**src/rtl/flash_cmd_sequencer.sv**
```systemverilog
// Expands host read/program/erase requests into SPI NOR byte transactions for a byte-level shift engine.
// Optional `FLASH_POLL_TIMEOUT_EN`: bounds RDSR polling to POLL_LIMIT polls and reports a timeout error.
module flash_cmd_sequencer #(
    parameter logic [19:0] POLL_LIMIT = 20'd1000000,
    parameter int unsigned CS_GAP     = 4
) (
    input  logic        clk,
    input  logic        rst,
    input  logic        req_valid,
    output logic        req_ready,
    input  logic [2:0]  req_op,
    input  logic [23:0] req_addr,
    input  logic [8:0]  req_len,
    input  logic [7:0]  wr_data,
    input  logic        wr_valid,
    output logic        wr_ready,
    output logic [7:0]  rd_data,
    output logic        rd_valid,
    output logic        resp_valid,
    output logic [1:0]  resp_err,
    output logic        eng_valid,
    input  logic        eng_ready,
    output logic [7:0]  eng_tx,
    output logic        eng_cs_hold,
    input  logic        eng_rx_valid,
    input  logic [7:0]  eng_rx,
    output logic        busy
);
    localparam int unsigned GW = (CS_GAP > 1) ? $clog2(CS_GAP) : 1;
    localparam logic [2:0] OP_READ = 3'd0;
    localparam logic [2:0] OP_PP   = 3'd1;

    if (CS_GAP < 1) begin : g_gap_chk
        $error("CS_GAP must be at least 1");
    end
    if (POLL_LIMIT == 20'd0) begin : g_poll_chk
        $error("POLL_LIMIT must be nonzero");
    end

    typedef enum logic [3:0] {
        S_IDLE, S_CHECK, S_WREN, S_GAP, S_CMD, S_ADDR, S_DATA, S_POLL_CMD, S_POLL_RD, S_RESP
    } state_t;

    state_t      state_q, state_d, ret_q, ret_d;
    logic [2:0]  op_q, op_d;
    logic [23:0] addr_q, addr_d;
    logic [8:0]  len_q, len_d, cnt_q, cnt_d;
    logic [1:0]  acnt_q, acnt_d;
    logic [GW-1:0] gcnt_q, gcnt_d;
    logic        outst_q, outst_d;
    logic        eng_valid_d, eng_cs_hold_d, wr_ready_d, rd_valid_d, resp_valid_d;
    logic        req_ready_d, busy_d;
    logic [7:0]  eng_tx_d, rd_data_d;
    logic [1:0]  resp_err_d;
    logic        hs, rx_done, send, tx_hold, is_erase, last_data;
    logic [7:0]  tx_byte;
`ifdef FLASH_POLL_TIMEOUT_EN
    logic [19:0] pcnt_q, pcnt_d;
`endif

    function automatic logic [7:0] opcode(input logic [2:0] op);
        case (op)
            3'd0:    opcode = 8'h03;
            3'd1:    opcode = 8'h02;
            3'd2:    opcode = 8'h20;
            3'd3:    opcode = 8'h52;
            default: opcode = 8'hD8;
        endcase
    endfunction

    // State, request context and registered outputs
    always_ff @(posedge clk or posedge rst) begin
        if (rst) begin
            state_q <= S_IDLE;      ret_q <= S_IDLE;
            op_q <= '0; addr_q <= '0; len_q <= '0; cnt_q <= '0;
            acnt_q <= '0; gcnt_q <= '0; outst_q <= 1'b0;
            eng_valid <= 1'b0; eng_tx <= '0; eng_cs_hold <= 1'b0;
            wr_ready <= 1'b0; rd_valid <= 1'b0; rd_data <= '0;
            resp_valid <= 1'b0; resp_err <= '0; req_ready <= 1'b1; busy <= 1'b0;
`ifdef FLASH_POLL_TIMEOUT_EN
            pcnt_q <= '0;
`endif
        end else begin
            state_q <= state_d;     ret_q <= ret_d;
            op_q <= op_d; addr_q <= addr_d; len_q <= len_d; cnt_q <= cnt_d;
            acnt_q <= acnt_d; gcnt_q <= gcnt_d; outst_q <= outst_d;
            eng_valid <= eng_valid_d; eng_tx <= eng_tx_d; eng_cs_hold <= eng_cs_hold_d;
            wr_ready <= wr_ready_d; rd_valid <= rd_valid_d; rd_data <= rd_data_d;
            resp_valid <= resp_valid_d; resp_err <= resp_err_d;
            req_ready <= req_ready_d; busy <= busy_d;
`ifdef FLASH_POLL_TIMEOUT_EN
            pcnt_q <= pcnt_d;
`endif
        end
    end

    always_comb begin
        state_d = state_q; ret_d = ret_q;
        op_d = op_q; addr_d = addr_q; len_d = len_q; cnt_d = cnt_q;
        acnt_d = acnt_q; gcnt_d = gcnt_q; outst_d = outst_q;
        eng_valid_d = eng_valid; eng_tx_d = eng_tx; eng_cs_hold_d = eng_cs_hold;
        wr_ready_d = 1'b0; rd_valid_d = 1'b0; rd_data_d = rd_data; resp_err_d = resp_err;
        send = 1'b0; tx_byte = 8'h00; tx_hold = 1'b0;
`ifdef FLASH_POLL_TIMEOUT_EN
        pcnt_d = pcnt_q;
`endif
        hs        = eng_valid & eng_ready;
        rx_done   = outst_q & eng_rx_valid;
        is_erase  = (op_q != OP_READ) && (op_q != OP_PP);
        last_data = (cnt_q == len_q - 9'd1);

        // One byte in flight: valid drops on handshake, next offer waits for its rx
        if (hs) begin
            eng_valid_d = 1'b0;
            outst_d     = 1'b1;
        end
        if (rx_done) outst_d = 1'b0;

        case (state_q)
            S_IDLE: if (req_valid && req_ready) begin
                op_d = req_op; addr_d = req_addr;
                len_d = (req_len == 9'd0) ? 9'd256 : req_len;
                cnt_d = '0; acnt_d = '0;
`ifdef FLASH_POLL_TIMEOUT_EN
                pcnt_d = '0;
`endif
                state_d = S_CHECK;
            end
            S_CHECK: begin
                if (op_q > 3'd4) begin
                    resp_err_d = 2'd1; state_d = S_RESP;
                end else if (op_q == OP_PP &&
                             ({2'b00, addr_q[7:0]} + {1'b0, len_q}) > 10'd256) begin
                    resp_err_d = 2'd2; state_d = S_RESP;
                end else if (op_q == OP_READ) begin
                    state_d = S_CMD;
                end else begin
                    state_d = S_WREN;
                end
            end
            S_WREN: begin
                send = 1'b1; tx_byte = 8'h06; tx_hold = 1'b0;
                if (rx_done) begin state_d = S_GAP; ret_d = S_CMD; gcnt_d = '0; end
            end
            S_GAP: begin
                if (gcnt_q == GW'(CS_GAP - 1)) state_d = ret_q;
                else gcnt_d = gcnt_q + GW'(1);
            end
            S_CMD: begin
                send = 1'b1; tx_byte = opcode(op_q); tx_hold = 1'b1;
                if (rx_done) begin state_d = S_ADDR; acnt_d = '0; end
            end
            S_ADDR: begin
                send = 1'b1;
                tx_byte = (acnt_q == 2'd0) ? addr_q[23:16] :
                          (acnt_q == 2'd1) ? addr_q[15:8] : addr_q[7:0];
                tx_hold = !(acnt_q == 2'd2 && is_erase);
                if (rx_done) begin
                    if (acnt_q == 2'd2) begin
                        cnt_d = '0;
                        if (is_erase) begin
                            state_d = S_GAP; ret_d = S_POLL_CMD; gcnt_d = '0;
                        end else begin
                            state_d = S_DATA;
                        end
                    end else begin
                        acnt_d = acnt_q + 2'd1;
                    end
                end
            end
            S_DATA: begin
                tx_hold = !last_data;
                if (op_q == OP_READ) begin
                    send = 1'b1; tx_byte = 8'h00;
                    if (rx_done) begin
                        rd_valid_d = 1'b1; rd_data_d = eng_rx; cnt_d = cnt_q + 9'd1;
                        if (last_data) begin resp_err_d = 2'd0; state_d = S_RESP; end
                    end
                end else begin
                    // Program data stalls with CS held low until the host supplies a byte
                    send = wr_valid; tx_byte = wr_data;
                    if (hs) wr_ready_d = 1'b1;
                    if (rx_done) begin
                        cnt_d = cnt_q + 9'd1;
                        if (last_data) begin state_d = S_GAP; ret_d = S_POLL_CMD; gcnt_d = '0; end
                    end
                end
            end
            S_POLL_CMD: begin
                send = 1'b1; tx_byte = 8'h05; tx_hold = 1'b1;
                if (rx_done) state_d = S_POLL_RD;
            end
            S_POLL_RD: begin
                send = 1'b1; tx_byte = 8'h00; tx_hold = 1'b0;
                if (rx_done) begin
                    if (!eng_rx[0]) begin
                        resp_err_d = 2'd0; state_d = S_RESP;
                    end else begin
`ifdef FLASH_POLL_TIMEOUT_EN
                        if (pcnt_q == POLL_LIMIT - 20'd1) begin
                            resp_err_d = 2'd3; state_d = S_RESP;
                        end else begin
                            if (pcnt_q != '1) pcnt_d = pcnt_q + 20'd1;
                            state_d = S_GAP; ret_d = S_POLL_CMD; gcnt_d = '0;
                        end
`else
                        state_d = S_GAP; ret_d = S_POLL_CMD; gcnt_d = '0;
`endif
                    end
                end
            end
            S_RESP:  state_d = S_IDLE;
            default: state_d = S_IDLE;
        endcase

        if (send && !eng_valid && !outst_q) begin
            eng_valid_d = 1'b1; eng_tx_d = tx_byte; eng_cs_hold_d = tx_hold;
        end

        resp_valid_d = (state_d == S_RESP);
        req_ready_d  = (state_d == S_IDLE);
        busy_d       = (state_d != S_IDLE);
    end
endmodule

```
**config.mk**
```make
export PLATFORM = sky130hd
export DESIGN_NAME = flash_cmd_sequencer
export DESIGN_NICKNAME = d
export VERILOG_FILES = /design/src/rtl/flash_cmd_sequencer.sv
export SDC_FILE = /design/constraint.sdc
export NUM_CORES = 1
export LEC_CHECK = 0
export ABC_AREA = 1
export BUFFER_PORTS_ARGS = -buffer_cell sky130_fd_sc_hd__buf_2
export CAP_MARGIN = 20
export CORE_MARGIN = 3
export CORE_UTILIZATION = 59
export CTS_BUF_LIST = sky130_fd_sc_hd__clkbuf_8
export CTS_CLUSTER_SIZE = 28
export DETAILED_ROUTE_END_ITERATION = 7
export GPL_ROUTABILITY_DRIVEN = 0
export PLACE_DENSITY = 0.83
export SLEW_MARGIN = 10
export SYNTH_ARGS = -nofsm -noshare
export SYNTH_HDL_FRONTEND = slang
export SYNTH_SLANG_ARGS = --single-unit
```
**constraint.sdc**
```tcl
create_clock -name clk -period 3.3 [get_ports clk]
set_clock_uncertainty 0.1 [all_clocks]
set_input_delay 0.33 -clock clk [delete_from_list [all_inputs] [get_ports clk]]
set_output_delay 0.33 -clock clk [all_outputs]
set_load 0.01 [all_outputs]
```
==> results of run 1 <==
## path summary, 6_finish.rpt
| kind | startpoint | end | slack (ps) | depth (start not counted) |
|---|---|---|---|---|
| max in group asynchronous | rst | len_q[0]$_DFFE_PP0P_ | 1860 | 4 |
| worst max-delay path | len_q[0]$_DFFE_PP0P_ | busy$_DFF_PP0_ | 790 | 17 |
| min in group asynchronous | rst | rd_data[0]$_DFFE_PP0P_ | 470 | 3 |
| worst min register to register | ret_q[2]$_DFFE_PP0P_ | ret_q[2]$_DFFE_PP0P_ | 370 | 2 |
| worst min-delay path | eng_rx[4] | rd_data[4]$_DFFE_PP0P_ | 60 | 3 |
| worst max register to register | len_q[0]$_DFFE_PP0P_ | busy$_DFF_PP0_ | 790 | 17 |
## layer usage
layer | part of all wire [%] | vias up | track usage, %
met5 | 0 | - | 0
met4 | 2.6 | 0 | 11.0
met3 | 7.5 | 34 | 5.14
met2 | 48 | 230 | 44.7
met1 | 42 | 2229 | 35.7
li1 | - | 2372 | -
## placed cells by master, fill, tap and decap left out, types with 8 or more instances in the layout
cell and count:
nand2_2 8, inv_1 94, nand2_1 199, clkbuf_8 9, dfrtp_1 80, nand4_1 11, buf_2 82, nand3_1 36
o21ai_0 60, ha_1 14, o21ai_1 8, a21oi_1 24, nor2_1 55
## registers in the layout, summed over array words and instances (netlist names), 2 cells and up
signal    count
acnt_q        2
addr_q       24
cnt_q         9
eng_tx        8
gcnt_q        2
len_q         9
op_q          3
rd_data       8
resp_err      2
ret_q         2
state_q       4
## power groups by stage
stage,sequential [mW],combinational [mW],clock [mW]
after floorplan,1.59,2.09,0
after global placement,1.61,2.65,0
after detailed placement,1.62,2.77,0
after CTS,1.61,2.79,0.918
after global routing,1.66,3.20,0.958
final,1.62,2.83,0.906
## cell families (layout without fill, tap and decap cells)
group,after synthesis,count (layout),share of synthesized area [%]
AND/OR/NAND/NOR,347,347,32.1
AO/OA/AOI/OAI,116,116,12.7
buffers and inverters,116,208,9.12
flip-flops,81,81,40.4
adder cells (fa/ha/maj),15,15,3.89
XOR/XNOR,10,10,1.74
## worst max-delay path, stage by stage, from the launching register on
cell     delay [ps]
dfrtp_1         410
ha_1            210
inv_1            60
fa_1            380
inv_1           100
nand2_1          70
nand2_1          90
nand3_1          90
nand3_1         110
nand2_1          80
nor2_1           80
nand3_1          70
nand3_1         100
nand2_1          70
nand2_1         110
nand2_1          90
nor2_1          130
nand2_1          60
## stage by stage
step	hold WS (ps)	util (%)	setup slack (ps)
floorplan	326	-	792
CTS	46.8	70.2	844
finish	57.5	70.2	792
global route	53.6	70.2	445
detailed placement	338	67.1	846
global placement	330	67.1	965
## area by class of cell
cell class	count	area, µm²	share of cell area (%)
Multi-Input combinational cell	488	2530	43.7
Inverter	105	405	6.99
Timing Repair Buffer	87	450	7.77
Clock buffer	9	124	2.14
Tap cell	105	131	2.27
Sequential cell	81	2030	35.0
Clock inverter	7	124	2.14
## repair_timing
item / 4_1_cts / 5_1_grt
setup endpoints to repair: 0 / 0
gates resized for setup: 0 / 0
endpoints found under the hold margin: 36 / 0
hold buffers: 1 / 0
==> flow_summary.ini, run 1 <==
[run_status]
status = finished clean

[setup_path]
worstPathRequired_ps = 3460
cp_max_fo = 4
start_kind = flip-flop
critPathArrivalTime_ps = 2670
critPathKind = flip-flop to flip-flop
worst_setup_path_end_kind = flip-flop

[timing]
tightestPinTransition_ps = 680
fmax_mhz = 399
slew_violations = 0
setup_viol = 0
slew-limit-headroom_pct = 54.7
min_period_ps = 2510
timing.final.crit_share_pct = 76.0
hold_viol = 0
fin_tns_setup_ps = 0
rsz0062_at_grt = false

[detailed_routing]
drtIter0Drc = 502
dr.pass1.iters = 5
ant_nets = 0
vias = 4865
vias_per_cell = 5.52
detail_route.wl_per_cell_um = 14.5
finalWirelength_um = 12800
drc_errors = 0

[grt]
antenna_found_initial = 0
grt_pass1_vias = 4659
grt_first_pass_wirelength_um = 21500
overflow = 0
grt_max_degree = 40
globalRouteTotalUtil_pct = 27.2

[pwr]
power_frac_seq_pct = 30.2
netSwitchingFraction_pct = 47.3
p_clk_share_pct = 16.9
leakage_nw = 3.16
vdd_ir_drop_max_mv = 0.446
finalPower_mw = 5.35
p_per_area_nw_per_um2 = 923
power_switching_mw = 2.53
p_int_mw = 2.82
p_comb_share_pct = 52.9

[place]
dp_cells = 865
hpwlAfterDp_um = 9730
place_area_um2 = 5540
portBuffers = 82

[cts]
clk_path_buf_depth = 2
cts.sinks = 81
clk-insertion-delay-late_ps = 370
clkSlewWorstSetupHoldPaths_ps = 90
cts_buffers = 9
clock-root-buffer = clkbuf_8
postCtsSetupBuffers = 0
cts_tree = yes
cts_max_level = 3

[logic_synthesis]
synth_most_common_cell = nand2_1
synth_cells = 685
synth-edff-count = 0
synth.area.top_cells = dfrtp_1, nand2_1, inv_1
synth_area_um2 = 5020
synth_top_cell_area_share_pct = 39.9
async_flop_share_pct = 100
synth_cell_type_count = 45
seq_area_frac_synth_pct = 40.4
synth_area_leader_cell = dfrtp_1
synth_seq_cells = 81
yosys_warnings = 0
avgSynthCellArea_um2 = 7.33
synth_common_cells = nand2_1, inv_1, dfrtp_1
yosys_most_used_dff = dfrtp_1
synth_nets = 758

[final_layout]
drive_gt1_share_pct = 19.2
syn_to_final_growth_pct = 15.5
nets = 845
num-fill-cells = 710
final_cell_area_um2 = 5800
final_cells = 882
diodes = 0

[floorplan]
dieHeight_um = 98.2
die_x_um = 98.2
fp-row-count = 33
dieArea_um2 = 9650
pin_count = 83
floorplan.initialDensity_pct = 60.8
core_um2 = 8260

[min_path]
hp-class = input pin to flip-flop

[job]
cap_violations = 0
Power figures use the tool's default switching activity.
==> inputs of run 2 (changes only) <==
Settings changed: ABC_AREA 1 to 0, CORE_UTILIZATION 59 to 58, PLACE_DENSITY 0.83 to 0.82.
Clock period 3.3 ns to 2.31 ns, I/O delays scaled along.
==> flow_summary.ini, run 2 <==
[run_status]
status = finished, violations left
violations = negative setup slack

[cts]
clk_path_buf_depth = 2
cts_tree = yes
cts_buffers = 9
clk-insertion-delay-late_ps = 380
clkSlewWorstSetupHoldPaths_ps = 90
cts_max_level = 3
cts.sinks = 81
clock-root-buffer = clkbuf_8

[detailed_routing]
vias_per_cell = 6.43
ant_nets = 0
drc_errors = 0
drtIter0Drc = 583
finalWirelength_um = 15800
detail_route.wl_per_cell_um = 20.4
dr.pass1.iters = 8
vias = 4980

[logic_synthesis]
synth_top_family_by_area = compound AO/OA/AOI/OAI gates
synth_top_cell_area_share_pct = 42.2
muxShareOfSynthArea_pct = 11.8
synth-edff-count = 0
synthAdderAreaFrac_pct = 4.54
seq_area_frac_synth_pct = 42.8
synth_area_um2 = 4740
yosys_warnings = 0
synth_area_leader_cell = dfrtp_1
yosys.area_share.simple_pct = 16.5
synth-compound-area-share_pct = 17.2
synth_seq_cells = 81
synth_cells = 496
synth_most_common_cell = dfrtp_1
synthXorXnorAreaFrac_pct = 3.69
async_flop_share_pct = 100
synth.area.top_cells = dfrtp_1, mux2_2, nand2_1
avgSynthCellArea_um2 = 9.56
synth_nets = 569
yosys_most_used_dff = dfrtp_1
synth_common_cells = dfrtp_1, nand2_1, mux2_2
synth_cell_type_count = 63

[timing]
slew-limit-headroom_pct = 51.7
min_period_ps = 2920
fmax_mhz = 342
hold_viol = 0
fin_tns_setup_ps = -4960
setup_viol = 13
slew_violations = 0
tightestPinTransition_ps = 716
layout_setup_ws_ps = -610
timing.final.crit_share_pct = 126
rsz0062_at_grt = true

[job]
cap_violations = 0

[min_path]
hp-class = input pin to flip-flop
holdPathStages = 2
min_to = len_q[3]$_DFFE_PP0P_
min_from = req_len[3]

[setup_path]
r2r_setup_slack_ps = -610
reg2regPathDepth = 11
slowest_stage = or4_4
crit_path_cell_trace = ha_2, inv_2, fa_2, xor2_1, nand3b_1, nor3_2, o221ai_1, a2111o_1, o21ai_2, o21ai_2, or4_4
worst_setup_path_end_kind = flip-flop
worst_r2r_endpoint = busy$_DFF_PP0_
cp_max_fo = 3
start_kind = flip-flop
r2r_start = addr_q[0]$_DFFE_PP0P_
cp_common_cell = o21ai_2
critPathArrivalTime_ps = 3070
worstPathRequired_ps = 2460
slowest_delay_ps = 520
critPathKind = flip-flop to flip-flop

[final_layout]
nets = 741
drive_gt1_share_pct = 40.4
num-fill-cells = 387
syn_to_final_growth_pct = 40.3
top_regs = addr_q x24, cnt_q x9, len_q x9
regMostFlops = addr_q
multi_input_area_um2 = 2880
final_util_pct = 84.8
largest_reg_flops = 24
final_common_cell = buf_2
regArea_um2 = 2030
layout_common_cells = buf_2, dfrtp_1, buf_4
diodes = 0

[place]
portBuffers = 82
place_ws_ps = -625
hpwlAfterDp_um = 9650

[floorplan]
dieHeight_um = 96.4
die_x_um = 96.4
pin_count = 83
core_um2 = 7850
fp-row-count = 32
dieArea_um2 = 9300
floorplan.initialDensity_pct = 60.4

[grt]
overflow = 0
grt_pass1_vias = 5110
globalRouteTotalUtil_pct = 36.3
antenna_found_initial = 0
grt_max_degree = 39
grt_first_pass_wirelength_um = 25600

[pwr]
finalPower_mw = 9.81
vdd_ir_drop_max_mv = 1.04
leakage_nw = 3.04
p_per_area_nw_per_um2 = 1470
[run 2: cell count changes after synthesis, sizes merged, moves of 8 or more]
cell	delta
nand4	-8
mux2	+38
nor2	-34
nand2b	+8
mux2i	+13
nand2	-155
o21ai	-34
clkbuf	+13
a22o	+9
nand3	-35
inv	-89
[run 2: layer usage]
metal	track usage, %	vias to the layer above	part of all wire (%)
met5	0	-	0
met2	60.1	354	49
li1	-	2141	-
met1	44.1	2368	37
met4	20.4	0	6.0
met3	7.59	117	8.0
[run 2: kinds of logic (layout without fill, tap and decap cells)]
logic type / Yosys count / in the layout
flops: 81 / 81
xor+xnor: 20 / 20
simple gates: 159 / 159
mux: 51 / 51
compound gates: 126 / 126
fa+ha+maj: 17 / 17
buf+inv: 42 / 219
[run 2: area by class of cell]
| cell class | count | share of cell area, % |
|---|---|---|
| multi-input combinational | 373 | 43.4 |
| sequential | 81 | 30.6 |
| timing repair buffer | 187 | 20.0 |
| clock buffer | 10 | 2.07 |
| tap | 102 | 1.92 |
| clock inverter | 6 | 1.13 |
| inverter | 16 | 0.959 |
[run 2: repair_timing]
action	in CTS	in global routing
endpoints found under the hold margin	48	1
buffers inserted	8	5
pin swaps	15	15
setup endpoints to repair	13	37
gates resized for setup	37	22
hold buffers	30	1
[run 2: report_power, final]
part           switching [mW]  internal (mW)
logic                    3.22           2.90
registers               0.554           1.99
clock network           0.600          0.544
total                    4.38           5.43
[run 2: worst max-delay path by stage]
stage / startpoint / endpoint / slack, ps
3_5_place_dp: addr_q[0]$_DFFE_PP0P_ / busy$_DFF_PP0_ / -620
4_1_cts: addr_q[0]$_DFFE_PP0P_ / busy$_DFF_PP0_ / -560
5_1_grt: addr_q[0]$_DFFE_PP0P_ / busy$_DFF_PP0_ / -720
6_report: addr_q[0]$_DFFE_PP0P_ / busy$_DFF_PP0_ / -610
2_1_floorplan: len_q[0]$_DFFE_PP0P_ / busy$_DFF_PP0_ / -420
3_3_place_gp: len_q[0]$_DFFE_PP0P_ / busy$_DFF_PP0_ / -470
[run 2: metrics by stage]
stage | instance area [µm²] | hold slack [ps] | std cells
global route | 6650 | 4.72 | 775
detailed placement | 5820 | 204 | 721
finish | 6650 | 6.35 | 775
global placement | 5820 | 198 | 721
CTS | 6570 | 1.52 | 773
floorplan | 4860 | 224 | 496
[run 2: worst max-delay path, delay by kind of cell, from the launching register on]
family | cells | cell delay (ps)
and+or+nand+nor | 3 | 810
AOI/OAI and AO/OA | 4 | 760
adders and majority gates | 2 | 560
DFF | 1 | 380
xor gates and xnor gates | 1 | 170
buffers and inverters | 1 | 40
